`config.mk`:
```
export PLATFORM = sky130hd
export DESIGN_NAME = iq_samp_rd_ctrl
export DESIGN_NICKNAME = d
export VERILOG_FILES = /design/src/rtl/iq_samp_rd_ctrl.sv
export SDC_FILE = /design/constraint.sdc
export NUM_CORES = 1
export LEC_CHECK = 0
export CAP_MARGIN = 20
export CELL_PAD_IN_SITES_DETAIL_PLACEMENT = 1
export CELL_PAD_IN_SITES_GLOBAL_PLACEMENT = 1
export CORE_ASPECT_RATIO = 1.4
export CORE_MARGIN = 2
export CORE_UTILIZATION = 32
export DETAILED_ROUTE_END_ITERATION = 8
export PLACE_DENSITY = 0.87
export SETUP_SLACK_MARGIN = 0.05
export SLEW_MARGIN = 20
export SYNTH_ARGS = -nofsm -noshare
export SYNTH_HDL_FRONTEND = slang
export SYNTH_SLANG_ARGS = --single-unit
export TNS_END_PERCENT = 20
```
`constraint.sdc`:
```
create_clock -name rd_clk -period 5.1 [get_ports rd_clk]
set_input_delay 1.275 -clock rd_clk [delete_from_list [all_inputs] [get_ports rd_clk]]
set_output_delay 1.275 -clock rd_clk [all_outputs]
set_load 0.005 [all_outputs]
```
`src/rtl/iq_samp_rd_ctrl.sv`:
```
// iq_samp_rd_ctrl: arbitrates two requesters (host, stream) onto the sampler
// read port and streams the requested IQ pairs out as I,Q,I,Q,... words.
//
// Output handshake: a word transfers on a rising edge where out_valid and
// out_ready are both high. While out_valid is high and out_ready is low,
// out_data/out_last/out_id hold stable. out_valid never depends on out_ready
// combinationally, and the register reloads in the same cycle it drains.
module iq_samp_rd_ctrl #(
  parameter int A_MSB = 12
) (
  input  logic             rd_clk,
  input  logic             rd_rst,
  input  logic [1:0]       req,
  input  logic [11:0]      req_offset0,
  input  logic [11:0]      req_offset1,
  input  logic [A_MSB+1:0] req_count0,
  input  logic [A_MSB+1:0] req_count1,
  output logic [1:0]       gnt,
  output logic [1:0]       done,
  output logic             busy,
  output logic             out_valid,
  input  logic             out_ready,
  output logic [15:0]      out_data,
  output logic             out_last,
  output logic             out_id,
  output logic             iq_rd_sync,
  output logic             iq_rd_i,
  output logic             iq_rd_q,
  output logic [11:0]      iq_rd_offset,
  input  logic [15:0]      iq_rd_iq,
  output logic [2:0]       dbg_state
);

  typedef enum logic [2:0] {
    ST_IDLE   = 3'd0,
    ST_SYNC   = 3'd1,
    ST_SETTLE = 3'd2,
    ST_RD_I   = 3'd3,
    ST_RD_Q   = 3'd4,
    ST_DONE   = 3'd5
  } state_t;

  localparam logic [A_MSB+1:0] CNT_ONE  = {{(A_MSB+1){1'b0}}, 1'b1};
  localparam logic [A_MSB+1:0] CNT_ZERO = '0;

  state_t           state_q, state_d;
  logic [1:0]       gnt_q, gnt_d;
  logic             rr_q, rr_d;
  logic             id_q, id_d;
  logic [11:0]      offset_q, offset_d;
  logic [A_MSB+1:0] count_q, count_d;
  logic             out_valid_q, out_valid_d;
  logic [15:0]      out_data_q, out_data_d;
  logic             out_last_q, out_last_d;
  logic             out_id_q, out_id_d;

  logic             can_load;
  logic             load;
  logic             load_last;
  logic             pick;
  logic [A_MSB+1:0] pick_count;
  logic [1:0]       done_c;
  logic             sync_c;
  logic             rd_i_c;
  logic             rd_q_c;

  // Next-state, arbitration, sampler strobes and output-register control.
  always_comb begin
    state_d    = state_q;
    gnt_d      = gnt_q;
    rr_d       = rr_q;
    id_d       = id_q;
    offset_d   = offset_q;
    count_d    = count_q;
    done_c     = 2'b00;
    sync_c     = 1'b0;
    rd_i_c     = 1'b0;
    rd_q_c     = 1'b0;
    load       = 1'b0;
    load_last  = 1'b0;
    can_load   = ~out_valid_q | out_ready;
    // Both requesting: the round-robin pointer decides; otherwise the lone one.
    pick       = (req == 2'b11) ? rr_q : req[1];
    pick_count = pick ? req_count1 : req_count0;

    case (state_q)
      ST_IDLE: begin
        if (|req) begin
          id_d     = pick;
          gnt_d    = pick ? 2'b10 : 2'b01;
          rr_d     = ~pick;
          offset_d = pick ? req_offset1 : req_offset0;
          count_d  = pick_count;
          state_d  = (pick_count == CNT_ZERO) ? ST_DONE : ST_SYNC;
        end
      end
      ST_SYNC: begin
        sync_c  = 1'b1;
        state_d = ST_SETTLE;
      end
      ST_SETTLE: begin
        state_d = ST_RD_I;
      end
      ST_RD_I: begin
        rd_i_c = 1'b1;
        if (can_load) begin
          load    = 1'b1;
          state_d = ST_RD_Q;
        end
      end
      ST_RD_Q: begin
        if (can_load) begin
          load    = 1'b1;
          rd_q_c  = 1'b1;
          count_d = count_q - CNT_ONE;
          if (count_q == CNT_ONE) begin
            load_last = 1'b1;
            state_d   = ST_DONE;
          end else begin
            state_d = ST_RD_I;
          end
        end
      end
      ST_DONE: begin
        // No load happens here, so can_load means the last word has drained.
        if (can_load) begin
          done_c  = id_q ? 2'b10 : 2'b01;
          gnt_d   = 2'b00;
          state_d = ST_IDLE;
        end
      end
      default: state_d = ST_IDLE;
    endcase

    out_valid_d = load ? 1'b1 : (out_ready ? 1'b0 : out_valid_q);
    out_data_d  = load ? iq_rd_iq  : out_data_q;
    out_last_d  = load ? load_last : out_last_q;
    out_id_d    = load ? id_q      : out_id_q;
  end

  // State, transfer context and output register.
  always_ff @(posedge rd_clk) begin
    if (rd_rst) begin
      state_q     <= ST_IDLE;
      gnt_q       <= 2'b00;
      rr_q        <= 1'b0;
      id_q        <= 1'b0;
      offset_q    <= 12'd0;
      count_q     <= '0;
      out_valid_q <= 1'b0;
      out_data_q  <= 16'd0;
      out_last_q  <= 1'b0;
      out_id_q    <= 1'b0;
    end else begin
      state_q     <= state_d;
      gnt_q       <= gnt_d;
      rr_q        <= rr_d;
      id_q        <= id_d;
      offset_q    <= offset_d;
      count_q     <= count_d;
      out_valid_q <= out_valid_d;
      out_data_q  <= out_data_d;
      out_last_q  <= out_last_d;
      out_id_q    <= out_id_d;
    end
  end

  assign gnt          = gnt_q;
  assign done         = done_c;
  assign busy         = (state_q != ST_IDLE);
  assign out_valid    = out_valid_q;
  assign out_data     = out_data_q;
  assign out_last     = out_last_q;
  assign out_id       = out_id_q;
  assign iq_rd_sync   = sync_c;
  assign iq_rd_i      = rd_i_c;
  assign iq_rd_q      = rd_q_c;
  assign iq_rd_offset = offset_q;
  assign dbg_state    = state_q;

endmodule

```
==> After elaboration in Yosys (flattened, before gate mapping) <==
Cells that the tools add are included.
{ "totals": {"ff_bits": 52, "word_cells": 67, "output_inout_bits": 42} }
{ "classes": {"muxes": 30, "eq_ne": 11, "n_reduce_logical": 12, "addsub": 1, "n_bitwise": 3} }
{ "op_table": {"columns": ["cell", "n"], "rows": [
  ["two-way mux 14 bit", 3],
  ["one-hot mux 14 bit (2 select lines)", 1],
  ["two-way mux 3 bit", 6],
  ["one-hot mux 3 bit (6 select lines)", 1],
  ["equality test 14 x 1 -> 1 bit (second input constant)", 1],
  ["logical NOT 14 bit", 1],
  ["subtractor 14 x 1 -> 14 bit (second input constant)", 1],
  ["two-way mux 12 bit", 1],
  ["two-way mux 2 bit", 6],
  ["two-way mux 1 bit", 11],
  ["inequality test 2 bit (second input constant)", 4],
  ["equality test 3 x 2 -> 1 bit (second input constant)", 2],
  ["equality test 3 bit (second input constant)", 2],
  ["AND reduction 3 bit", 2],
  ["nonzero test 2 bit", 3],
  ["one-hot mux 2 bit (2 select lines)", 1],
  ["AND reduction 4 bit", 1],
  ["OR reduction 2 bit", 2],
  ["equality test 3 x 1 -> 1 bit (second input constant)", 1],
  ["logical NOT 3 bit", 1],
  ["nonzero test 3 bit", 1],
  ["equality test 2 bit (second input constant)", 1],
  ["inverter 1 bit", 2],
  ["AND reduction 2 bit", 1],
  ["bitwise OR 1 bit", 1]
]} }

==> Logic depth before layout (Yosys ltp) <==
Gate-level depths: netlist of run 1.
{ "logic_depth": {"depth_word": 7, "depth_mapped": 7, "depth_no_buf": 7} }

==> Worst setup path after synthesis of run 1 <==
No wires, ideal clock.
{ "synth_timing": {"path_kind": "input -> output", "start": "input out_ready", "end": "output done[0]", "path_slack_ps": 1729, "arrival_time_ps": 2096, "path_stages": 5, "path_cell_list": "nand2b_1 clkbuf_1 nand3_1 or2_2 nor2_1"} }
{ "synth_between": {"elab_chain_len": 3} }
{ "synth_rtl": {"columns": ["item", "line_no", "source"], "rows": [
  ["start, declared", "22", "input logic out_ready,"],
  ["bitwise OR 1 bit", "81", "can_load = ~out_valid_q | out_ready;"],
  ["two-way mux 2 bit", "126", "if (can_load) begin"],
  ["two-way mux 2 bit", "86", "case (state_q)"],
  ["end, declared", "19", "output logic [1:0] done,"]
]} }
Every way passes these cells.

==> Worst setup path after layout of run 1 <==
Same ends and word-level chain as after synthesis.

==> results of run 1 <==
-- final timing paths --
kind                                                 end  cells after the start
worst max-delay path                             done[0]                      6
worst min-delay path            out_data[7]$_SDFFE_PP0P_                      2
worst max register to register   count_q[5]$_SDFFE_PP0P_                      5
worst min register to register  out_data[7]$_SDFFE_PP0P_                      2
-- layout by cell type (no fill, tap or decap), types with 3 or more instances in the layout --
| cell type | n |
|---|---|
| nand2_1 | 59 |
| dfxtp_1 | 52 |
| clkbuf_16 | 5 |
| buf_4 | 5 |
| nand2b_1 | 4 |
| nor2_2 | 4 |
| nand3_1 | 20 |
| mux2i_1 | 3 |
| nor3_1 | 8 |
| clkdlybuf4s50_1 | 113 |
| a21oi_1 | 34 |
| mux2_2 | 11 |
| inv_1 | 8 |
| o21ai_0 | 14 |
| nor4_1 | 6 |
| o211ai_1 | 3 |
| a311oi_1 | 13 |
| a31oi_1 | 3 |
| a221oi_1 | 3 |
| nand4_1 | 3 |
| nor2_1 | 36 |
-- registers in the layout, indices dropped and copies added (netlist names) --
name / count
out_last: 1
gnt: 2
out_id: 1
dbg_state: 3
rr_q: 1
out_data: 16
iq_rd_offset: 12
count_q: 14
id_q: 1
out_valid: 1
-- area by class of cell --
cell class | instances | area, µm² | share of cell area, %
clock inverters | 1 | 7.51 | 0.184
clock buffers | 7 | 143 | 3.50
repair buffers | 119 | 1170 | 28.8
flip-flops and latches | 52 | 1040 | 25.5
well taps | 105 | 131 | 3.22
inverters | 8 | 30.0 | 0.737
multi-input cells | 265 | 1550 | 38.0
-- logic make-up (layout without fill, tap and decap cells) --
kind of cell             count (synthesis)  count (layout)
AO/OA/AOI/OAI                           93              93
AND/OR/NAND/NOR                        156             156
multiplexers                            14              14
buffers and inverters                   35             135
adder cells (fa/ha/maj)                  2               2
flip-flops                              52              52
-- power by group through the flow --
stage,sequential [mW],clock [mW],combinational [mW]
finish,0.654,0.346,0.979
CTS,0.652,0.359,0.981
global route,0.673,0.374,1.09
floorplan,0.626,0,0.609
global placement,0.649,0,0.938
detailed placement,0.659,0,0.971
-- worst max-delay path, cell delays in order --
cell,delay [ns]
clkdlybuf4s50_1,0.47
nand2b_1,0.28
nand3_1,0.13
or2_2,0.35
nor2_1,0.10
clkdlybuf4s50_1,0.50
-- routing by layer --
metal | wire, µm | up-vias | global-route usage (%)
met3 | 649 | 14 | 4.11
met5 | 0 | - | 0
met2 | 4990 | 109 | 37.4
met1 | 4040 | 1498 | 25.4
li1 | - | 1465 | -
met4 | 199 | 0 | 7.22
==> reports/results.txt, run 1 <==
drt total wl -> 9880 µm
Internal Power -> 1.18 mW
Reg2Reg Launch Point -> dbg_state[2]$_SDFFE_PP0P_
placed insts -> 549
die area -> 9390 µm²
Worst Slack Setup Final -> 0.712 ns
Avg Inst Size Synth -> 7.84 µm²
Pleak -> 1.46 nW
synthesized instance count -> 352
vias per cell -> 5.54
max-slew violation count -> 0
EDFF count, synth -> 0
xor/xnor cell area share of the yosys netlist -> 0%
combinational fraction of design power -> 49.5%
top-area cell type share of the netlist area -> 37.7%
die height -> 114 µm
I/O Buffers -> 114
setup TNS -> 0 ns
clk buf depth -> 2
post-synthesis sequential area ratio -> 37.7%
Num CTS Buffers -> 5
net switching fraction of the power -> 40.4%
Clock Power Share -> 17.5%
Overall Global Routing Usage -> 21.3%
final critical-path share of the clock period -> 86.0%
root cell of the clock tree -> clkbuf_16
post-synthesis compound-gate area fraction -> 22.3%
final setup vio count -> 0
Synth-to-Final Area Change -> 47.8%
setup slack, reg-to-reg -> 2.52 ns
vias in the first global route -> 3187
core box area -> 8460 µm²
Worst Skew -> 0.00668 ns
proportion of layout cells with a drive suffix above 1 -> 8.85%
Rows -> 40
WP data required -> 3.83 ns
CP max FO -> 7
CP arrival -> 3.11 ns
Async S/R FF share, synth -> 0%
CTS resizes -> 0
placed cell area -> 3930 µm²
Clock transition at path regs -> 0.06 ns
Skew-Pair Late Insertion Delay -> 0.29 ns
CTS tree -> done
Overflow after GRT -> 0
Power Total -> 1.98 mW
I/O pins -> 115
pin count of the biggest net entering global routing -> 51
most common cell in the netlist -> nand2_1
Core Util, Final -> 48.2%
min-delay src -> out_data[7]$_SDFFE_PP0P_
# fillers -> 1006
Non-Filler Instances -> 557
worst vdd ir -> 0.176 mV
combinational family with the most area after synthesis -> simple AND/OR/NAND/NOR gates
dpl ws -> 0.719 ns
largest area contributor in the netlist -> dfxtp_1
Post-CTS Repair Setup Buffers -> 0
Worst-Margin Slew -> 0.775 ns
max_cap viols -> 0
post-synthesis mux area share -> 5.58%
first-pass GRT wire length -> 15600 µm
commonest cells in the synthesized netlist -> nand2_1, dfxtp_1, nor2_1, a21oi_1, nand3_1
nets@finish -> 526
Final Instance Area -> 4080 µm²
flops & latches, synth -> 52
top cells by area, synth -> dfxtp_1, nand2_1, a21oi_1, nor2_1, mux2_2
htree depth -> 2
mapped cell area -> 2760 µm²
kind of critical path -> input port to output port
final hold slack -> 0.462 ns
main flop type after synthesis -> dfxtp_1
initial core utilization -> 32.6%
Sink Count -> 52
fmax -> 228 MHz
drt pass-1 iters -> 4
post-route ant nets -> 0
outcome -> finished clean
Final HPWL DP -> 7260 µm
RSZ-0062 raised after global routing -> no
routability cong. -> 0.827
CP Capture Type -> output port
Seq pwr share -> 33.1%
startpoint class of the critical path -> input port
via count -> 3086
yosys warns -> 0
post-route minimum period -> 4.39 ns
# diodes -> 0
DR iter-0 viols -> 134
Die W -> 82.5 µm
CP Launch Point -> out_ready
Sw Pwr -> 800 µW
pwr dens -> 486 nW/µm²
post-synthesis net count -> 427
relative slew slack -> 48.3%
Routed WL per cell -> 17.7 µm
Hold Path Class -> flip-flop to flip-flop
Synth Area in Adders -> 0.907%
Final Hold Vio Count -> 0
DRC errors left -> 0
Yosys cell types -> 56
Post-Synth Simple-Gate Area -> 27.2%
initial antenna violation count -> 0
CTS Hold Bufs -> 0
No activity file was read; power rests on OpenSTA's default activity.
==> run 2: changes to the inputs <==
--- a/config.mk
+++ b/config.mk
@@ -9,10 +9,11 @@
 export CELL_PAD_IN_SITES_DETAIL_PLACEMENT = 1
 export CELL_PAD_IN_SITES_GLOBAL_PLACEMENT = 1
 export CORE_ASPECT_RATIO = 1.4
-export CORE_MARGIN = 2
+export CORE_MARGIN = 5
 export CORE_UTILIZATION = 32
 export DETAILED_ROUTE_END_ITERATION = 8
 export PLACE_DENSITY = 0.87
+export RECOVER_POWER = 50
 export SETUP_SLACK_MARGIN = 0.05
 export SLEW_MARGIN = 20
 export SYNTH_ARGS = -nofsm -noshare
==> reports/results.txt, run 2 (synthesis gave the netlist of run 1 again) <==
outcome -> complete, but fails checks
failing checks -> max-capacitance violations, max-slew violations
Final Hold Vio Count -> 0
CP Capture Type -> output port
die area -> 10600 µm²
CP bufs+invs -> 2
WP data required -> 3.83 ns
CTS tree -> done
fmax -> 227 MHz
Critical-path top delay cell -> clkdlybuf4s50_1
relative slew slack -> -59.6%
core box area -> 8510 µm²
CP max FO -> 7
Overall Global Routing Usage -> 17.7%
pwr dens -> 476 nW/µm²
Non-Filler Instances -> 556
I/O Buffers -> 114
kind of critical path -> input port to output port
setup TNS -> 0 ns
routability cong. -> 0.844
Reg2Reg Launch Point -> dbg_state[2]$_SDFFE_PP0P_
Reg2Reg Depth -> 5
Sink Count -> 52
Worst-Margin Slew -> 2.39 ns
DR iter-0 viols -> 106
initial core utilization -> 32.4%
worst vdd ir -> 0.230 mV
pin count of the biggest net entering global routing -> 52
Die W -> 88.5 µm
placed insts -> 548
post-route minimum period -> 4.41 ns
CP arrival -> 3.13 ns
most used cell, CP -> clkdlybuf4s50_1
post-route ant nets -> 0
CTS Hold Bufs -> 0
Hold Path Class -> flip-flop to flip-flop
startpoint class of the critical path -> input port
vias per cell -> 5.39
Skew-Pair Late Insertion Delay -> 0.29 ns
setup slack, reg-to-reg -> 2.49 ns
initial antenna violation count -> 0
Routed WL per cell -> 17.2 µm
proportion of layout cells with a drive suffix above 1 -> 8.65%
Synth-to-Final Area Change -> 47.5%
final setup vio count -> 0
nets@finish -> 525
first-pass GRT wire length -> 15000 µm
die height -> 120 µm
commonest non-fill, non-tap cell in the layout -> clkdlybuf4s50_1
# diodes -> 0
root cell of the clock tree -> clkbuf_16
final critical-path share of the clock period -> 86.5%
Num CTS Buffers -> 5
htree depth -> 2
crit-path cells -> clkdlybuf4s50_1, nand2b_1, nand3_1, or2_2, nor2_1, clkdlybuf4s50_1
vias in the first global route -> 3054
Rows -> 40
Pleak -> 1.56 nW
commonest cells after routing, fill and taps aside -> clkdlybuf4s50_1, nand2_1, dfxtp_1, nor2_1, a21oi_1
RSZ-0062 raised after global routing -> no
CTS resizes -> 0
Power Total -> 1.94 mW
# fillers -> 1013
DRC errors left -> 0
max FFs per register -> 16
Post-CTS Repair Setup Buffers -> 0
R2R Path End -> count_q[5]$_SDFFE_PP0P_
max incr delay on CP -> 0.51 ns
drt pass-1 iters -> 4
hold path depth -> 2
I/O pins -> 115
Core Util, Final -> 47.8%
Clock transition at path regs -> 0.06 ns
CP delay by family, top -> buffers and inverters
min-delay src -> out_data[2]$_SDFFE_PP0P_
clk buf depth -> 2
Overflow after GRT -> 0
WHS Endpoint -> out_data[2]$_SDFFE_PP0P_
drt total wl -> 9550 µm
max-slew violation count -> 52
Worst Skew -> 0.00860 ns
max_cap viols -> 1
via count -> 2998
Final HPWL DP -> 7270 µm
==> run 2: cell types whose count changed in the layout (fill, tap and decap cells not counted), sizes merged <==
cell	before	now
inv	8	9
clkinvlp	1	0
dlygate4sd3	0	33
buf	6	4
clkdlybuf4s50	113	80
clkinv	0	1
==> run 2: worst reg2reg max path, cell delays in order, from the launching register on <==
cell	delay, ns
dfxtp_1	0.57
or3b_1	0.68
o22ai_2	0.61
nand2_1	0.10
a222oi_1	0.37
nor2_1	0.07
==> run 2: how the worst max path moves through the flow <==
| stage | start | to | slack (ns) | depth (start not counted) |
|---|---|---|---|---|
| 2_1_floorplan | out_ready | done[0] | 1.73 | 5 |
| 3_3_place_gp | out_ready | done[1] | 0.71 | 6 |
| 3_5_place_dp | out_ready | done[0] | 0.66 | 6 |
| 4_1_cts | out_ready | done[0] | 0.66 | 6 |
| 5_1_grt | out_ready | done[0] | 0.58 | 6 |
| 6_report | out_ready | done[0] | 0.69 | 6 |
==> run 2: routing by layer <==
layer | track usage [%] | vias up | part of all wire (%)
met5 | 0 | - | 0
met4 | 6.90 | 0 | 3.2
met3 | 2.61 | 20 | 5.9
met2 | 31.6 | 100 | 51
met1 | 20.5 | 1414 | 40
li1 | - | 1464 | -
==> run 2: power breakdown <==
group | total (mW) | switching [mW] | internal (mW)
combinational | 0.937 | 0.509 | 0.428
sequential | 0.652 | 0.121 | 0.532
clock | 0.348 | 0.152 | 0.196
==> run 2: per-stage QoR <==
| step | worst slack [ns] | cell area (µm²) | hold WS, ns |
|---|---|---|---|
| global placement | 0.714 | 3920 | 0.442 |
| floorplan | 1.73 | 2760 | 0.440 |
| CTS | 0.664 | 4070 | 0.460 |
| detailed placement | 0.662 | 3920 | 0.450 |
| finish | 0.691 | 4070 | 0.452 |
| global route | 0.577 | 4070 | 0.479 |
==> run 2: area by class of cell <==
cell class / count / area [µm²] / share of cell area [%]
inverter: 8 / 30.0 / 0.738
multi-input combinational: 265 / 1550 / 38.1
sequential: 52 / 1040 / 25.6
tap: 105 / 131 / 3.23
clock buffer: 6 / 139 / 3.41
clock inverter: 2 / 13.8 / 0.338
timing repair buffer: 118 / 1160 / 28.6
